$ cat config.mk
export PLATFORM = sky130hd
export DESIGN_NAME = display_scheduler
export DESIGN_NICKNAME = d
export VERILOG_FILES = /design/src/rtl/display_scheduler.sv
export SDC_FILE = /design/constraint.sdc
export NUM_CORES = 1
export LEC_CHECK = 0
export BUFFER_PORTS_ARGS = -buffer_cell sky130_fd_sc_hd__buf_2
export CAP_MARGIN = 20
export CORE_ASPECT_RATIO = 1.2
export CORE_MARGIN = 5
export CORE_UTILIZATION = 45
export DETAILED_ROUTE_END_ITERATION = 10
export GPL_TIMING_DRIVEN = 0
export PLACE_DENSITY = 0.65
export SETUP_SLACK_MARGIN = 0.05
export SYNTH_ARGS = -nofsm -noshare
export SYNTH_HDL_FRONTEND = slang
export SYNTH_SLANG_ARGS = --single-unit
$ cat constraint.sdc
create_clock -name clk -period 2.3 [get_ports clk]
set_input_delay 0.23 -clock clk [delete_from_list [all_inputs] [get_ports clk]]
set_output_delay 0.23 -clock clk [all_outputs]
set_load 0.02 [all_outputs]
$ cat src/rtl/display_scheduler.sv
// -----------------------------------------------------------------------------
// display_scheduler
//
// Purpose:
//   Sequencer for the shared 3-bit display path between the dice and the
//   traffic lights. It time-slices the display between the two sources,
//   arbitrates the user roll button, gates the roll strobe towards the dice
//   and produces a registered display value.
//
// Ports:
//   clk     in   1  system clock, single domain
//   rst     in   1  synchronous reset, active-high
//   button  in   1  user roll request, already synchronous to clk
//   lights  in   3  traffic-light state (bit0 red, bit1 amber, bit2 green)
//   throw   in   3  live dice value, legal range 1..6
//   sel     out  1  display mux select, 1 = lights, 0 = dice
//   roll    out  1  button forwarded to the dice, only while a roll is granted
//   result  out  3  registered display value
//   busy    out  1  high while rolling or holding a captured throw
//
// Optional feature:
//   ROLL_TIMEOUT_EN - when defined, a roll held for 1000 cycles is forced into
//   HOLD and the button is ignored until it has been seen released. When not
//   defined, a roll lasts exactly as long as the button is held.
// -----------------------------------------------------------------------------
module display_scheduler #(
    parameter int LIGHTS_DWELL = 8,
    parameter int DICE_DWELL   = 4,
    parameter int HOLD_CYCLES  = 6,
    parameter int CW           = 8
) (
    input  logic       clk,
    input  logic       rst,
    input  logic       button,
    input  logic [2:0] lights,
    input  logic [2:0] throw,
    output logic       sel,
    output logic       roll,
    output logic [2:0] result,
    output logic       busy
);

    typedef enum logic [1:0] {
        ST_LIGHTS = 2'd0,
        ST_DICE   = 2'd1,
        ST_ROLL   = 2'd2,
        ST_HOLD   = 2'd3
    } state_t;

    localparam logic [CW-1:0] CNT_ZERO    = {CW{1'b0}};
    localparam logic [CW-1:0] CNT_ONE     = {{(CW-1){1'b0}}, 1'b1};
    localparam logic [CW-1:0] LIGHTS_LAST = CW'(LIGHTS_DWELL - 1);
    localparam logic [CW-1:0] DICE_LAST   = CW'(DICE_DWELL - 1);
    localparam logic [CW-1:0] HOLD_LAST   = CW'(HOLD_CYCLES - 1);
    localparam logic [2:0]    RED_ONLY    = 3'b001;

    // A captured throw outside 1..6 is shown as a one so the display never
    // presents an impossible face.
    function automatic logic [2:0] sanitize_throw(input logic [2:0] t);
        logic [2:0] v;
        if ((t == 3'd0) || (t == 3'd7)) begin
            v = 3'd1;
        end else begin
            v = t;
        end
        return v;
    endfunction

    state_t        r_state;
    state_t        w_next_state;
    logic [CW-1:0] r_cnt;
    logic [CW-1:0] w_next_cnt;
    logic          r_button_q;
    logic          r_armed;
    logic [2:0]    r_cap;
    logic          w_capture;
    logic          w_rise;
    logic          w_timeout;
    logic          r_sel;
    logic          r_roll;
    logic          r_busy;
    logic [2:0]    r_result;

    // A press only counts once the button has been seen released since reset
    // (or since a forced timeout), so a button held through reset or through
    // a timeout cannot start a roll by itself.
    assign w_rise = button & ~r_button_q & r_armed;

`ifdef ROLL_TIMEOUT_EN
    localparam logic [15:0] TIMEOUT_LAST = 16'd999;

    logic [15:0] r_roll_timer;

    // Roll timer: counts cycles spent in ROLL, cleared on any other state.
    always_ff @(posedge clk) begin
        if (rst) begin
            r_roll_timer <= 16'd0;
        end else if ((r_state == ST_ROLL) && (w_next_state == ST_ROLL)) begin
            r_roll_timer <= r_roll_timer + 16'd1;
        end else begin
            r_roll_timer <= 16'd0;
        end
    end

    // The timer holds 999 during the 1000th cycle of the roll.
    assign w_timeout = (r_state == ST_ROLL) && button && (r_roll_timer == TIMEOUT_LAST);
`else
    assign w_timeout = 1'b0;
`endif

    // Button history and arming flag used by the rising-edge detector.
    always_ff @(posedge clk) begin
        if (rst) begin
            r_button_q <= 1'b0;
            r_armed    <= 1'b0;
        end else begin
            r_button_q <= button;
            if (w_timeout) begin
                r_armed <= 1'b0;
            end else if (!button) begin
                r_armed <= 1'b1;
            end else begin
                r_armed <= r_armed;
            end
        end
    end

    // Next-state and dwell-counter logic; the counter restarts on every
    // state change.
    always_comb begin
        w_next_state = r_state;
        w_next_cnt   = r_cnt;
        w_capture    = 1'b0;
        case (r_state)
            ST_LIGHTS: begin
                if (w_rise) begin
                    w_next_state = ST_ROLL;
                    w_next_cnt   = CNT_ZERO;
                end else if (r_cnt == LIGHTS_LAST) begin
                    // Hand over to the dice only while the lights show red.
                    if (lights == RED_ONLY) begin
                        w_next_state = ST_DICE;
                        w_next_cnt   = CNT_ZERO;
                    end else begin
                        w_next_cnt   = r_cnt;
                    end
                end else begin
                    w_next_cnt = r_cnt + CNT_ONE;
                end
            end
            ST_DICE: begin
                if (w_rise) begin
                    w_next_state = ST_ROLL;
                    w_next_cnt   = CNT_ZERO;
                end else if (r_cnt == DICE_LAST) begin
                    w_next_state = ST_LIGHTS;
                    w_next_cnt   = CNT_ZERO;
                end else begin
                    w_next_cnt = r_cnt + CNT_ONE;
                end
            end
            ST_ROLL: begin
                if (!button || w_timeout) begin
                    w_next_state = ST_HOLD;
                    w_next_cnt   = CNT_ZERO;
                    w_capture    = 1'b1;
                end else begin
                    w_next_cnt = CNT_ZERO;
                end
            end
            ST_HOLD: begin
                if (w_rise) begin
                    w_next_state = ST_ROLL;
                    w_next_cnt   = CNT_ZERO;
                end else if (r_cnt == HOLD_LAST) begin
                    w_next_state = ST_LIGHTS;
                    w_next_cnt   = CNT_ZERO;
                end else begin
                    w_next_cnt = r_cnt + CNT_ONE;
                end
            end
            default: begin
                w_next_state = ST_LIGHTS;
                w_next_cnt   = CNT_ZERO;
            end
        endcase
    end

    // State and dwell-counter registers.
    always_ff @(posedge clk) begin
        if (rst) begin
            r_state <= ST_LIGHTS;
            r_cnt   <= CNT_ZERO;
        end else begin
            r_state <= w_next_state;
            r_cnt   <= w_next_cnt;
        end
    end

    // Captured throw shown during HOLD.
    always_ff @(posedge clk) begin
        if (rst) begin
            r_cap <= 3'b001;
        end else if (w_capture) begin
            r_cap <= sanitize_throw(throw);
        end else begin
            r_cap <= r_cap;
        end
    end

    // Control outputs decoded from the next state so they switch on the
    // transition edge itself.
    always_ff @(posedge clk) begin
        if (rst) begin
            r_sel  <= 1'b1;
            r_roll <= 1'b0;
            r_busy <= 1'b0;
        end else begin
            r_sel  <= (w_next_state == ST_LIGHTS);
            r_roll <= (w_next_state == ST_ROLL) & button;
            r_busy <= (w_next_state == ST_ROLL) || (w_next_state == ST_HOLD);
        end
    end

    // Display value: one cycle behind the currently selected source.
    always_ff @(posedge clk) begin
        if (rst) begin
            r_result <= 3'b000;
        end else if (r_sel) begin
            r_result <= lights;
        end else if (r_state == ST_HOLD) begin
            r_result <= r_cap;
        end else begin
            r_result <= throw;
        end
    end

    assign sel    = r_sel;
    assign roll   = r_roll;
    assign busy   = r_busy;
    assign result = r_result;

endmodule

Yosys cells after proc, flatten, opt, wreduce, memory -nomap -nowiden. Index checks and enable logic that the tools add are counted.

Logic and storage cells: 52. Register bits: 21. Input port bits: 9. Output and inout bits: 6.

$add $sub $neg: 1. Equal/unequal tests: 11. Bitwise operators: 4. Reduce and logical (&&, ||, !) cells: 5. Mux-type cells: 22.

Operator list (count): $mux 8 (7); $pmux 8 s4 (1); $eq 8x3->1 const B (2); $mux 2 (8); $mux 3 (3); $add 8x1->8 const B (1); $eq 2x2->1 const B (4); $eq 8x2->1 const B (1); $pmux 2 s4 (1); $logic_not 2->1 (2); $ne 4x4->1 const B (1); $and 1x1->1 (3); $eq 3x1->1 const B (1); $eq 3x3->1 const B (1); $logic_not 3->1 (1); $eq 2x1->1 const B (1); $logic_or 1x1->1 (2); $mux 1 (2); $not 1->1 (1).

Depth between registers and ports, before layout.
Word-level depth: 7. Depth in mapped cells: 6. Depth with buffers taken out: 6.

Least setup slack after synthesis. No wires, ideal clock.

Path kind: reg-to-reg. Start point: register r_cnt[0]. End point: register r_state[0]. Setup slack: 801 ps. Data required time: 2180 ps. Setup time: 120 ps. Arrival time: 1379 ps. Cell stages (with the launch flop): 6. Cell sequence: dfxtp_1 ha_1 nor3b_1 o211ai_1 and2_4 o31a_1.

Longest elaborated chain between the ends: 4. Elaborated cells on any way between the ends: 10. Classes of those cells: eq/ne: 3; mux: 7.

Ends and longest elaborated chain: start, declared (line 71) `logic [CW-1:0] r_cnt;`; start signal, assigned (line 196) `r_cnt <= w_next_cnt;`; $eq 8x3->1, or another cell as far along (line 175) `end else if (r_cnt == HOLD_LAST) begin`; $mux 2 (on tied branches) (line 175, 139, 155); $mux 2 (on tied branches) (line 172, 136, 152); $pmux 2 s4 * (line 134) `case (r_state)`; end signal, assigned (line 195) `r_state <= w_next_state;`; end, declared (line 69) `state_t r_state;`.

Mark *: on every way between the ends. The rest lies on a longest branch, timed or not. A chain may end at the register's enable or synchronous reset.

Final worst setup path.
Start point: register r_cnt[1]. End point: register r_cnt[0].

Longest elaborated chain between the ends: 4. Elaborated cells on any way between the ends: 11. Classes of those cells: eq/ne: 4; mux: 7.

Ends and longest elaborated chain (line): $eq 8x3->1, or another cell as far along (175); $mux 8 (on tied branches) (175, 139, 155); $mux 8 (on tied branches) (172, 136, 152); $pmux 8 s4 (134).

Parallel ways exist; a longest one is shown, timed or not.

==> results.py <==
metrics = {
    "run_status": {
        "status": "finished clean",
    },
    "global_route": {
        "grt_pass1_wl_um": 3594,
        "use_met3_pct": 2.148,
        "grt_max_degree": 11,
        "antenna_found_initial": 0,
        "grt_pass1_vias": 851,
        "grt_overflow": 0,
        "grt_busiest_layer": "met2",
        "grtUsageTotal_pct": 14.90,
        "grtUsageMet2_pct": 26.09,
        "grtUsageMet1_pct": 17.57,
    },
    "cts": {
        "holdBufCountCts": 0,
        "cts_setup_buffers": 0,
        "clockBufferDepth": 2,
        "cts_max_level": 1,
        "numCtsBuffers": 3,
        "cts_resized": 0,
        "cts_tree": "yes",
        "insertion_delay_ns": 0.30,
        "cts-root-buf": "clkbuf_4",
        "clkSinkCount": 20,
        "clk_pin_slew_ns": 0.10,
    },
    "route": {
        "viasPerCell": 5.443,
        "drt_iter0_drc": 8,
        "via_count": 860,
        "routed_wl_um": 2002,
        "ant_nets": 0,
        "drt_first_pass_iters": 3,
        "drc_errors": 0,
        "avgRoutedWirePerCell_um": 12.67,
    },
    "logic_synthesis": {
        "synth_cell_types": 38,
        "synthFlopType": "dfxtp_1",
        "synth-seq-cells": 20,
        "yosysTopAreaCell": "dfxtp_1",
        "synth_area_leaders": "dfxtp_1 (40%), nand2_1 (4.8%), nand3_1 (3.5%), nor2_1 (3.3%), mux2_2 (3.3%)",
        "synthesis.area_sq_mm": 0.001013,
        "async_reset_ff_share_pct": 0,
        "syn_nets": 122,
        "synth_edf_count": 0,
        "synth_top_area_share_pct": 39.51,
        "postSynthCellCount": 111,
        "avgSynthCellArea_sq_um": 9.130,
        "yosys_warnings": 0,
        "synth_seq_area_share_pct": 39.51,
    },
    "cells_and_area": {
        "antenna_cells": 0,
        "fin_nets": 141,
        "drive_gt1_share_pct": 24.22,
        "mostFrequentLayoutCells": "dfxtp_1 (20), buf_2 (15), nand2_1 (13)",
        "final_common_cell": "dfxtp_1",
        "final_area_sq_mm": 0.001144,
        "final_core_util_pct": 54.02,
        "syn_to_final_growth_pct": 12.84,
        "fill_cells": 212,
    },
    "pwr": {
        "p_switching_mw": 0.1691,
        "p_int_mw": 0.4656,
        "ir_drop_mv": 0.3021,
        "switching_share_pct": 26.64,
        "pwr-share-clk_pct": 25.7,
        "seq_power_share_pct": 58.9,
        "leakagePower_nw": 0.4698,
        "power_frac_comb_pct": 15.4,
        "power_mw": 0.6347,
        "p_per_area_mw_per_mm2": 555.0,
    },
    "placed_design": {
        "hpwl_um": 1594,
        "io_buffers": 14,
        "gp_congestion": 0.8374,
        "placed_cell_area_sq_mm": 0.001121,
    },
    "timing": {
        "period_share_pct": 74.76,
        "slew_viol_final": 0,
        "fin_skew_ns": 0.001721,
        "tightest_slew_ns": 0.4723,
        "period_needed_ns": 1.719,
        "rsz0062_at_grt": "no",
        "worst_hold_slack_ns": 0.1788,
        "final.setup.tns_ns": 0,
        "setup_viol": 0,
        "slew_headroom_pct": 68.52,
        "fmax_mhz": 581.6,
        "hold_violations": 0,
    },
    "floorplan": {
        "die_h_um": 61.99,
        "core_sq_mm": 0.002117,
        "start_util_pct": 47.87,
        "design.portCount": 15,
        "fp.dieArea_sq_mm": 0.003305,
        "rows": 18,
        "die_w_um": 53.32,
    },
    "worst_setup_path": {
        "crit_start": "r_cnt[1]$_SDFFE_PP0P_",
        "worstSetupPathType": "flop to flop",
        "reg2reg_from": "r_cnt[1]$_SDFFE_PP0P_",
        "cp-endpoint": "r_cnt[0]$_SDFFE_PP0P_",
        "r2r_slack_ns": 0.58,
        "critical_path_arrival_ns": 1.93,
        "required_ns": 2.51,
        "worstPathMaxFanout": 7,
        "endpoint_kind": "flop",
        "cp-start-kind": "flop",
        "rr_worst_depth": 6,
        "r2r-end": "r_cnt[0]$_SDFFE_PP0P_",
    },
    "worst_hold_path": {
        "holdCritPathClass": "input port to flop",
    },
    "run": {
        "cap_violations": 0,
    },
}
[layer usage]
metal,up-vias,routed length [um]
met1,404,898
met2,15,975
met3,4,80
met4,0,47
met5,-,0
li1,437,-
[flip-flops by register name, summed over array words and instances, names as in the netlist]
register,flops
r_armed,1
r_button_q,1
r_cap,3
r_cnt,8
r_state,2
result,3
roll,1
sel,1
[kinds of logic (layout without fill, tap and decap cells)]
family,Yosys count,in the layout,share of synthesized area [%]
buffers and inverters,7,24,3.455
AO/OA/AOI/OAI,17,17,13.33
adder cells (fa/ha/maj),2,2,2.469
XOR/XNOR,4,4,3.457
multiplexers,6,6,6.296
flip-flops,20,20,39.51
AND/OR/NAND/NOR,55,55,31.48
[power by group through the flow]
| stage | combinational, mW | sequential [mW] | clock [mW] |
|---|---|---|---|
| 5_1_grt | 0.110 | 0.377 | 0.182 |
| 3_3_place_gp | 0.0970 | 0.381 | 0 |
| 3_5_place_dp | 0.0991 | 0.382 | 0 |
| 4_1_cts | 0.0995 | 0.374 | 0.171 |
| 6_report | 0.0978 | 0.374 | 0.163 |
| 2_1_floorplan | 0.0586 | 0.388 | 0 |
[critical path, stage by stage, from the launching register on]
cell      delay [ns]
dfxtp_1         0.39
inv_1           0.06
ha_1            0.18
and3_1          0.18
o211ai_1        0.31
a22oi_2         0.22
nor4_1          0.29
[synthesized netlist by cell type (2+ instances only)]
master and number:
nand3_1 7, mux2i_1 3, nor4_1 5, mux2_2 3, xnor2_1 3, a21boi_0 2
inv_1 4, o31a_1 2, and3b_1 2, nor3b_1 2, nand3b_1 2, nor2_1 9
nor3_1 6, dfxtp_1 20, nand2_1 13, a21oi_1 5, ha_1 2
[cell type report]
| class | instances | area (sq um) | area share [%] |
|---|---|---|---|
| plain buffers | 3 | 20.02 | 1.751 |
| multi-input cells | 84 | 578.1 | 50.55 |
| well taps | 30 | 37.54 | 3.282 |
| flip-flops and latches | 20 | 400.4 | 35.01 |
| inverters | 4 | 15.01 | 1.313 |
| repair buffers | 14 | 70.07 | 6.127 |
| clock buffers | 3 | 22.52 | 1.969 |
[per-stage QoR]
stage / instances / setup slack (ns)
detailed placement: 155 / 0.5806
finish: 158 / 0.5805
global placement: 155 / 0.6234
CTS: 158 / 0.5664
global route: 158 / 0.3822
floorplan: 111 / 0.8010
[worst min-delay path by stage]
stage | end | start | cells after the start
2_1_floorplan | r_button_q$_SDFF_PP0_ | rst | 1
3_3_place_gp | r_cap[2]$_SDFFE_PP0P_ | r_cap[2]$_SDFFE_PP0P_ | 2
3_5_place_dp | r_cap[2]$_SDFFE_PP0P_ | r_cap[2]$_SDFFE_PP0P_ | 2
4_1_cts | result[0]$_SDFF_PP0_ | lights[0] | 3
5_1_grt | r_cnt[3]$_SDFFE_PP0P_ | rst | 2
6_report | result[0]$_SDFF_PP0_ | lights[0] | 3
No activity file was read; power rests on OpenSTA's default activity.
